--- src/rtl/cpu_pkg.sv ---
// Shared types and opcode constants for the multi-cycle CPU control path.
package cpu_pkg;

  typedef enum logic [3:0] {
    SEQ_HALT   = 4'd0,
    SEQ_FETCH  = 4'd1,
    SEQ_DECODE = 4'd2,
    SEQ_EXEC   = 4'd3,
    SEQ_MEM    = 4'd4,
    SEQ_IO     = 4'd5,
    SEQ_WB     = 4'd6,
    SEQ_FAULT  = 4'd7
  } seq_state_t;

  localparam logic [2:0] OP_LOAD  = 3'b100;
  localparam logic [2:0] OP_STORE = 3'b101;
  localparam logic [2:0] OP_IO    = 3'b110;
  localparam logic [2:0] OP_SYS   = 3'b111;

  // Opcodes 000-011 are ALU operations with a register writeback.
  function automatic logic is_alu(input logic [2:0] op);
    return (op[2] == 1'b0);
  endfunction

endpackage

--- src/rtl/seq_timeout.sv ---
// Down-counter bounding how long a data-memory request may wait for its ack.
module seq_timeout #(
  parameter int MEM_TIMEOUT = 15
) (
  input  logic clk,
  input  logic clear,
  input  logic load,
  input  logic en,
  output logic expired
);

  // Loaded with MEM_TIMEOUT-1 so it reads zero on the last allowed MEM cycle.
  localparam logic [7:0] LOAD_VAL = 8'(MEM_TIMEOUT - 1);

  logic [7:0] count;

  always_ff @(posedge clk) begin
    if (clear) begin
      count <= '0;
    end else if (load) begin
      count <= LOAD_VAL;
    end else if (en && (count != 8'd0)) begin
      count <= count - 8'd1;
    end
  end

  assign expired = (count == 8'd0);

endmodule

--- src/rtl/cpu_sequencer.sv ---
// Multi-cycle control FSM: fetch/decode/execute/memory/IO/writeback sequencing,
// debug run/step/halt control, memory-timeout fault and retired-instruction count.
module cpu_sequencer
  import cpu_pkg::*;
#(
  parameter int MEM_TIMEOUT = 15,
  parameter int ICNT_W      = 16
) (
  input  logic              clk,
  input  logic              rst,
  input  logic [2:0]        opcode,
  input  logic              mode,
  input  logic              run,
  input  logic              step,
  input  logic              halt_req,
  input  logic              mem_ack,
  input  logic              in_valid,
  input  logic              out_ready,
  output logic              fetch_en,
  output logic              exec_en,
  output logic              wb_en,
  output logic              mem_req,
  output logic              mem_we,
  output logic              in_pop,
  output logic              out_push,
  output logic [3:0]        state,
  output logic              halted,
  output logic              fault,
  output logic [ICNT_W-1:0] instr_count
);

  seq_state_t        state_q;
  seq_state_t        boundary_state;
  logic              step_mode;
  logic              fault_q;
  logic [ICNT_W-1:0] icount;
  logic              is_load, is_store, is_in, is_out, is_haltop;
  logic              tmo_load, tmo_en, tmo_expired;

  assign is_load   = (opcode == OP_LOAD);
  assign is_store  = (opcode == OP_STORE);
  assign is_in     = (opcode == OP_IO)  && !mode;
  assign is_out    = (opcode == OP_IO)  &&  mode;
  assign is_haltop = (opcode == OP_SYS) && !mode;

  // halt_req wins over run; a stepped instruction always returns to HALT.
  assign boundary_state = (halt_req || step_mode || !run) ? SEQ_HALT : SEQ_FETCH;

  assign tmo_load = (state_q == SEQ_DECODE) && (is_load || is_store);
  assign tmo_en   = (state_q == SEQ_MEM);

  seq_timeout #(.MEM_TIMEOUT(MEM_TIMEOUT)) u_timeout (
    .clk     (clk),
    .clear   (rst),
    .load    (tmo_load),
    .en      (tmo_en),
    .expired (tmo_expired)
  );

  always_ff @(posedge clk) begin
    if (rst) begin
      state_q   <= SEQ_HALT;
      step_mode <= 1'b0;
      fault_q   <= 1'b0;
      icount    <= '0;
    end else begin
      case (state_q)
        SEQ_HALT: begin
          if (!halt_req) begin
            if (run) begin
              state_q   <= SEQ_FETCH;
              step_mode <= 1'b0;
            end else if (step) begin
              state_q   <= SEQ_FETCH;
              step_mode <= 1'b1;
            end
          end
        end
        SEQ_FETCH: state_q <= SEQ_DECODE;
        SEQ_DECODE: begin
          if (is_alu(opcode)) begin
            state_q <= SEQ_EXEC;
          end else if (is_load || is_store) begin
            state_q <= SEQ_MEM;
          end else if (opcode == OP_IO) begin
            state_q <= SEQ_IO;
          end else begin
            icount    <= icount + ICNT_W'(1);
            step_mode <= 1'b0;
            state_q   <= is_haltop ? SEQ_HALT : boundary_state;
          end
        end
        SEQ_EXEC: state_q <= SEQ_WB;
        SEQ_MEM: begin
          if (mem_ack) begin
            if (is_store) begin
              icount    <= icount + ICNT_W'(1);
              step_mode <= 1'b0;
              state_q   <= boundary_state;
            end else begin
              state_q <= SEQ_WB;
            end
          end else if (tmo_expired) begin
            state_q <= SEQ_FAULT;
            fault_q <= 1'b1;
          end
        end
        SEQ_IO: begin
          if (is_in) begin
            if (in_valid) state_q <= SEQ_WB;
          end else if (out_ready) begin
            icount    <= icount + ICNT_W'(1);
            step_mode <= 1'b0;
            state_q   <= boundary_state;
          end
        end
        SEQ_WB: begin
          icount    <= icount + ICNT_W'(1);
          step_mode <= 1'b0;
          state_q   <= boundary_state;
        end
        SEQ_FAULT: state_q <= SEQ_FAULT;
        default:   state_q <= SEQ_HALT;
      endcase
    end
  end

  // Strobes decode from the state register; IO strobes follow the handshake.
  assign fetch_en    = (state_q == SEQ_FETCH);
  assign exec_en     = (state_q == SEQ_EXEC);
  assign wb_en       = (state_q == SEQ_WB);
  assign mem_req     = (state_q == SEQ_MEM);
  assign mem_we      = (state_q == SEQ_MEM) && is_store;
  assign in_pop      = (state_q == SEQ_IO) && is_in  && in_valid;
  assign out_push    = (state_q == SEQ_IO) && is_out && out_ready;
  assign halted      = (state_q == SEQ_HALT);
  assign fault       = fault_q;
  assign state       = state_q;
  assign instr_count = icount;

endmodule

--- config.mk ---
export PLATFORM = sky130hd
export DESIGN_NAME = cpu_sequencer
export DESIGN_NICKNAME = d
export VERILOG_FILES = /design/src/rtl/cpu_pkg.sv /design/src/rtl/seq_timeout.sv /design/src/rtl/cpu_sequencer.sv
export SDC_FILE = /design/constraint.sdc
export NUM_CORES = 1
export LEC_CHECK = 0
export ABC_AREA = 1
export CAP_MARGIN = 20
export CORE_UTILIZATION = 30
export CTS_CLUSTER_DIAMETER = 150
export DETAILED_ROUTE_END_ITERATION = 12
export PLACE_DENSITY = 0.49
export SLEW_MARGIN = 20
export SYNTH_ARGS = -nofsm -noshare
export SYNTH_HDL_FRONTEND = slang
export SYNTH_SLANG_ARGS = --single-unit
export TNS_END_PERCENT = 1
--- constraint.sdc ---
create_clock -name clk -period 2.17 [get_ports clk]
set_clock_uncertainty 0.15 [all_clocks]
set_input_delay 0.217 -clock clk [delete_from_list [all_inputs] [get_ports clk]]
set_output_delay 0.217 -clock clk [all_outputs]
set_load 0.03 [all_outputs]
==> results of run 1 <==
==> critical path, stage by stage, from the launching register on <==
cell and delay [ns]:
dfxtp_1 0.41, inv_2 0.13, nand2_1 0.09, nor2_2 0.12
clkdlybuf4s50_1 0.68
==> kinds of logic (layout without fill, tap and decap cells) <==
logic type | Yosys count | count (layout) | synth area share, %
buf+inv | 39 | 85 | 7.86
compound gates | 33 | 33 | 8.55
xor+xnor | 10 | 10 | 4.37
simple gates | 226 | 226 | 48.2
other cells | 1 | 1 | 0.187
fa+ha+maj | 3 | 3 | 1.87
flops | 29 | 29 | 28.9
==> cell usage after synthesis <==
cell type and count:
buf_4 1, nor3_1 2, nor4_1 1, buf_6 1, o21a_1 1, inv_1 32, o21ai_2 1, nand4_1 8
nand2_2 4, inv_2 3, nand3b_1 2, or2_2 1, a21oi_1 26, nor2_2 3, nand2_4 1, nand3_2 1
conb_1 1, xor2_1 8, ha_1 3, nor2_4 2, nor2_1 63, clkbuf_1 2, nand2_1 108, dfxtp_1 29
o21ai_0 5, xnor2_1 2, nand3_1 30
==> stage by stage <==
step	instance area, um^2	hold WS [ns]	utilization, %	worst slack [ns]
2_1_floorplan	2010	0.267	-	0.0706
3_5_place_dp	2480	0.310	38.9	0.0994
4_1_cts	2560	0.319	40.1	0.0595
5_1_grt	2560	0.362	40.1	0.00946
3_3_place_gp	2480	0.305	38.9	0.138
6_report	2560	0.315	40.1	0.0916
==> layout make-up <==
class                           instances  area [um^2]
Clock buffer                            8         80.1
Sequential cell                        29          581
Inverter                               35          131
Multi-Input combinational cell        273         1270
Fill cell                             737         3820
Tap cell                               77         96.3
Timing Repair Buffer                   42          407
==> repair_timing <==
action,CTS,global route
resized for setup,1,1
endpoints found under the setup margin,1,1
hold buffers,0,0
cloned,0,0
==> final timing paths <==
check	endpoint	slack, ns	cells after the start
hold reg to reg	u_timeout.count[0]	0.31	2
hold / removal	u_timeout.count[0]	0.31	2
setup / recovery	mem_req	0.09	4
setup reg to reg	instr_count[1]	0.31	10
==> flip-flops by register name (all words and copies together) (netlist names) <==
signal           count
instr_count         16
u_timeout.count      8
state                3
fault                1
step_mode            1
==> layer usage <==
layer / share of wire [%] / GRT usage, %
met5: 0 / 0
met4: 1.4 / 6.01
met3: 4.0 / 2.77
met2: 45 / 26.9
met1: 50 / 22.7
==> power groups by stage <==
stage	Combinational, mW	Sequential (mW)	Clock (mW)
2_1_floorplan	1.18	0.830	0
3_3_place_gp	1.71	0.758	0
3_5_place_dp	1.71	0.758	0
4_1_cts	1.71	0.747	0.459
5_1_grt	1.89	0.770	0.471
6_report	1.68	0.745	0.433
==> flow_metrics.py, run 1 <==
metrics = {
    "status": {
        "status": "finished clean",
    },
    "synthesis": {
        "yosys_warnings": 0,
        "syn-mean-instance-area_um2": 5.88,
        "synth_top_area_share_pct": 28.9,
        "synthTopCellsByArea": "dfxtp_1 (29%), nand2_1 (20%), nor2_1 (12%), nand3_1 (7.5%), a21oi_1 (6.5%)",
        "mappedNetlistArea_um2": 2010,
        "synth_cells": 341,
        "yosysTopAreaCell": "dfxtp_1",
        "synth.distinct_cells": 27,
        "syn_nets": 356,
        "ys_seq_area_share_pct": 28.9,
        "ys_seq_elements": 29,
    },
    "timing": {
        "fin_crit_ns": 2.08,
        "setup_tns_ns": 0,
        "maxSlewViolCount": 0,
        "hold_viol_final": 0,
        "max_clock_freq_mhz": 481,
        "min_period_over_period_pct": 95.8,
        "rsz0062_at_grt": "false",
        "setup_viol": 0,
    },
    "worst_hold_path": {
        "worstHoldPathType": "reg2reg",
        "hp-start": "u_timeout.count[0]",
    },
    "final_layout": {
        "final_cell_mix": "nand2_1 (108), nor2_1 (63), clkdlybuf4s50_1 (34), inv_1 (32), nand3_1 (30)",
        "nets": 401,
        "antennaDiodeCount": 0,
        "synthToLayoutAreaGrowth_pct": 27.8,
        "final_layout_size_suffix_gt1_share_pct": 6.98,
        "layout_commonest_cell": "nand2_1",
        "stdcell_count": 464,
    },
    "worst_setup_path": {
        "cp-startpoint": "state[1]",
        "reg2reg_from": "state[1]",
        "cp_max_fo": 8,
        "required_ns": 1.80,
        "crit_type": "reg2out",
        "start_kind": "register",
        "worstSetupEndpointType": "output pin",
        "cp.arrival_ns": 1.71,
    },
    "power": {
        "p_leak_nw": 1.11,
        "power.switching_mw": 1.40,
        "swShare_pct": 49.0,
        "sequentialPowerShare_pct": 26.0,
        "p_comb_share_pct": 58.9,
        "clock_power_share_pct": 15.1,
        "p_int_mw": 1.46,
        "power_mw": 2.86,
        "vdd_drop_max_uv": 662,
        "power_density_nw_per_um2": 1120,
    },
    "place": {
        "placed_cells": 456,
        "dp_hpwl_um": 4320,
        "io_buffers": 39,
        "globalplace.congestion": 0.835,
    },
    "clocking": {
        "htree_levels": 2,
        "post_cts_buffers": 0,
        "cts_tree": "built",
        "numClockSinks": 29,
        "cts.clk_slew.worst_paths_ns": 0.06,
        "clk_latency_ns": 0.28,
        "clockBufferDepth": 2,
        "root_buffer": "clkbuf_8",
        "numCtsBuffers": 5,
    },
    "floorplan": {
        "die_area_um2": 7020,
        "core_um2": 6390,
        "initial_core_util_pct": 31.4,
        "die_x_um": 83.8,
        "rows": 29,
        "fp.dieH_um": 83.8,
        "io_pins": 41,
    },
    "routing": {
        "routedWlPerCell_um": 12.1,
        "antenna_left": 0,
        "vias": 2168,
        "drc": 0,
        "first_iter_violations": 63,
        "first_pass_iters": 5,
        "via_per_inst": 4.67,
        "routed_wl_um": 5610,
    },
    "job": {
        "maxCapViolCount": 0,
    },
    "grt": {
        "overflow": 0,
        "grt_pass1_vias": 2023,
        "grt_usage_pct": 16.8,
        "grt_antenna_before_repair": 0,
        "grt_first_pass_wirelength_um": 9580,
        "grt_max_degree": 20,
    },
}
No activity file was read; power rests on OpenSTA's default activity.
==> inputs of run 2 (changes only) <==
--- a/config.mk
+++ b/config.mk
@@ -10,7 +10,8 @@
 export CORE_UTILIZATION = 30
 export CTS_CLUSTER_DIAMETER = 150
 export DETAILED_ROUTE_END_ITERATION = 12
-export PLACE_DENSITY = 0.49
+export DONT_BUFFER_PORTS = 1
+export PLACE_DENSITY = 0.42
 export SLEW_MARGIN = 20
 export SYNTH_ARGS = -nofsm -noshare
 export SYNTH_HDL_FRONTEND = slang
==> flow_metrics.py, run 2 (synthesized netlist as in run 1, its figures left out) <==
metrics = {
    "power": {
        "p_leak_nw": 1.10,
        "power_density_nw_per_um2": 1210,
        "sequentialPowerShare_pct": 25.1,
        "vdd_drop_max_uv": 480,
        "power.switching_mw": 1.44,
        "clock_power_share_pct": 17.6,
        "p_int_mw": 1.46,
        "swShare_pct": 49.7,
        "p_comb_share_pct": 57.4,
    },
    "clocking": {
        "cts_tree": "built",
        "clockBufferDepth": 2,
        "root_buffer": "clkbuf_8",
        "cts.repair.resized": 0,
        "clk_latency_ns": 0.28,
        "cts_hold_buf": 1,
        "post_cts_buffers": 0,
        "numCtsBuffers": 5,
        "numClockSinks": 29,
        "cts.clk_slew.worst_paths_ns": 0.07,
        "htree_levels": 2,
    },
    "final_layout": {
        "fillers": 727,
        "synthToLayoutAreaGrowth_pct": 19.2,
        "nets": 387,
        "final_cell_mix": "nand2_1 (108), nor2_1 (63), inv_1 (32), nand3_1 (30), dfxtp_1 (29)",
        "final_layout_size_suffix_gt1_share_pct": 13.7,
        "final_util_pct": 37.4,
        "seq_area_um2": 581,
        "antennaDiodeCount": 0,
        "layout_commonest_cell": "nand2_1",
        "largest_reg_flops": 16,
        "multi_input_area_um2": 1270,
    },
    "status": {
        "status": "finished clean",
    },
    "floorplan": {
        "die_x_um": 83.8,
        "fp.dieH_um": 83.8,
        "initial_core_util_pct": 31.4,
        "io_pins": 41,
        "core_um2": 6390,
        "die_area_um2": 7020,
        "rows": 29,
    },
    "worst_setup_path": {
        "start_kind": "register",
        "cpPeakStageDelay_ns": 0.34,
        "r2r_slack_ns": 0.42,
        "cp_max_fo": 5,
        "worstSetupEndpointType": "output pin",
        "required_ns": 1.80,
        "slowest_stage": "dfxtp_1",
        "crit_type": "reg2out",
        "cp.arrival_ns": 1.44,
        "cpMostUsedCell": "buf_4",
        "cp_cell_sequence": "buf_4 > nand3_1 > inv_1 > nand2_2 > nor2_1 > buf_4",
    },
    "routing": {
        "first_pass_iters": 4,
        "vias": 2141,
        "drc": 0,
        "antenna_left": 0,
        "routedWlPerCell_um": 12.7,
        "routed_wl_um": 5730,
        "via_per_inst": 4.76,
        "first_iter_violations": 71,
    },
    "worst_hold_path": {
        "worstHoldPathType": "in2reg",
    },
    "place": {
        "place_ws_ns": 0.462,
        "dp_hpwl_um": 4400,
        "globalplace.congestion": 0.865,
        "io_buffers": 0,
    },
    "grt": {
        "grt_antenna_before_repair": 0,
        "grt_max_degree": 20,
        "grt_first_pass_wirelength_um": 9710,
        "grt_pass1_vias": 2023,
        "grt_usage_pct": 17.2,
        "overflow": 0,
    },
    "timing": {
        "rsz0062_at_grt": "false",
        "setup_tns_ns": 0,
        "holdWs_ns": 0.0465,
        "setup_viol": 0,
        "min_period_over_period_pct": 83.2,
        "setup_slack_ns": 0.365,
        "hold_viol_final": 0,
        "max_clock_freq_mhz": 554,
        "fin_crit_ns": 1.80,
        "maxSlewViolCount": 0,
        "relSlewSlack_pct": 45.6,
        "tightestPinTransition_ns": 0.813,
    },
    "job": {
        "maxCapViolCount": 0,
    },
}
run 2: power by group through the flow:
stage,Combinational (mW),Sequential [mW],Clock (mW)
6_report,1.66,0.725,0.509
5_1_grt,1.88,0.740,0.551
4_1_cts,1.68,0.725,0.527
3_5_place_dp,1.67,0.737,0
3_3_place_gp,1.68,0.738,0
2_1_floorplan,1.18,0.830,0
run 2: area by class of cell:
class | instances | share of cell area (%)
clock buffer | 7 | 4.03
clock inverter | 1 | 0.209
inverter | 35 | 5.50
multi-input combinational | 273 | 53.0
sequential | 29 | 24.3
tap | 77 | 4.03
timing repair buffer | 28 | 8.90
run 2: worst max-delay path: cells and delay by family (launching register included):
family | cells | cell delay, ns
flip-flops | 1 | 0.34
AND/OR/NAND/NOR | 3 | 0.34
buffers and inverters | 3 | 0.48
run 2: metal layers:
| layer | part of all wire (%) | vias up | track usage, % |
|---|---|---|---|
| met5 | 0 | - | 0 |
| met4 | 0.70 | 0 | 4.16 |
| met3 | 4.3 | 4 | 4.25 |
| met2 | 43 | 34 | 26.7 |
| met1 | 52 | 964 | 23.9 |
| li1 | - | 1139 | - |
run 2: final timing paths:
| path | from | endpoint | cells past startpoint |
|---|---|---|---|
| setup / recovery | state[0] | in_pop | 6 |
| hold / removal | rst | instr_count[0] | 3 |
| setup reg to reg | state[1] | instr_count[3] | 6 |
| hold reg to reg | u_timeout.count[0] | u_timeout.count[0] | 2 |
run 2: through the flow:
| stage | total power, mW | std cells | area [um^2] |
|---|---|---|---|
| 3_3_place_gp | 2.42 | 441 | 2280 |
| 4_1_cts | 2.93 | 450 | 2390 |
| 2_1_floorplan | 2.01 | 341 | 2010 |
| 5_1_grt | 3.17 | 450 | 2390 |
| 3_5_place_dp | 2.40 | 441 | 2280 |
| 6_report | 2.89 | 450 | 2390 |
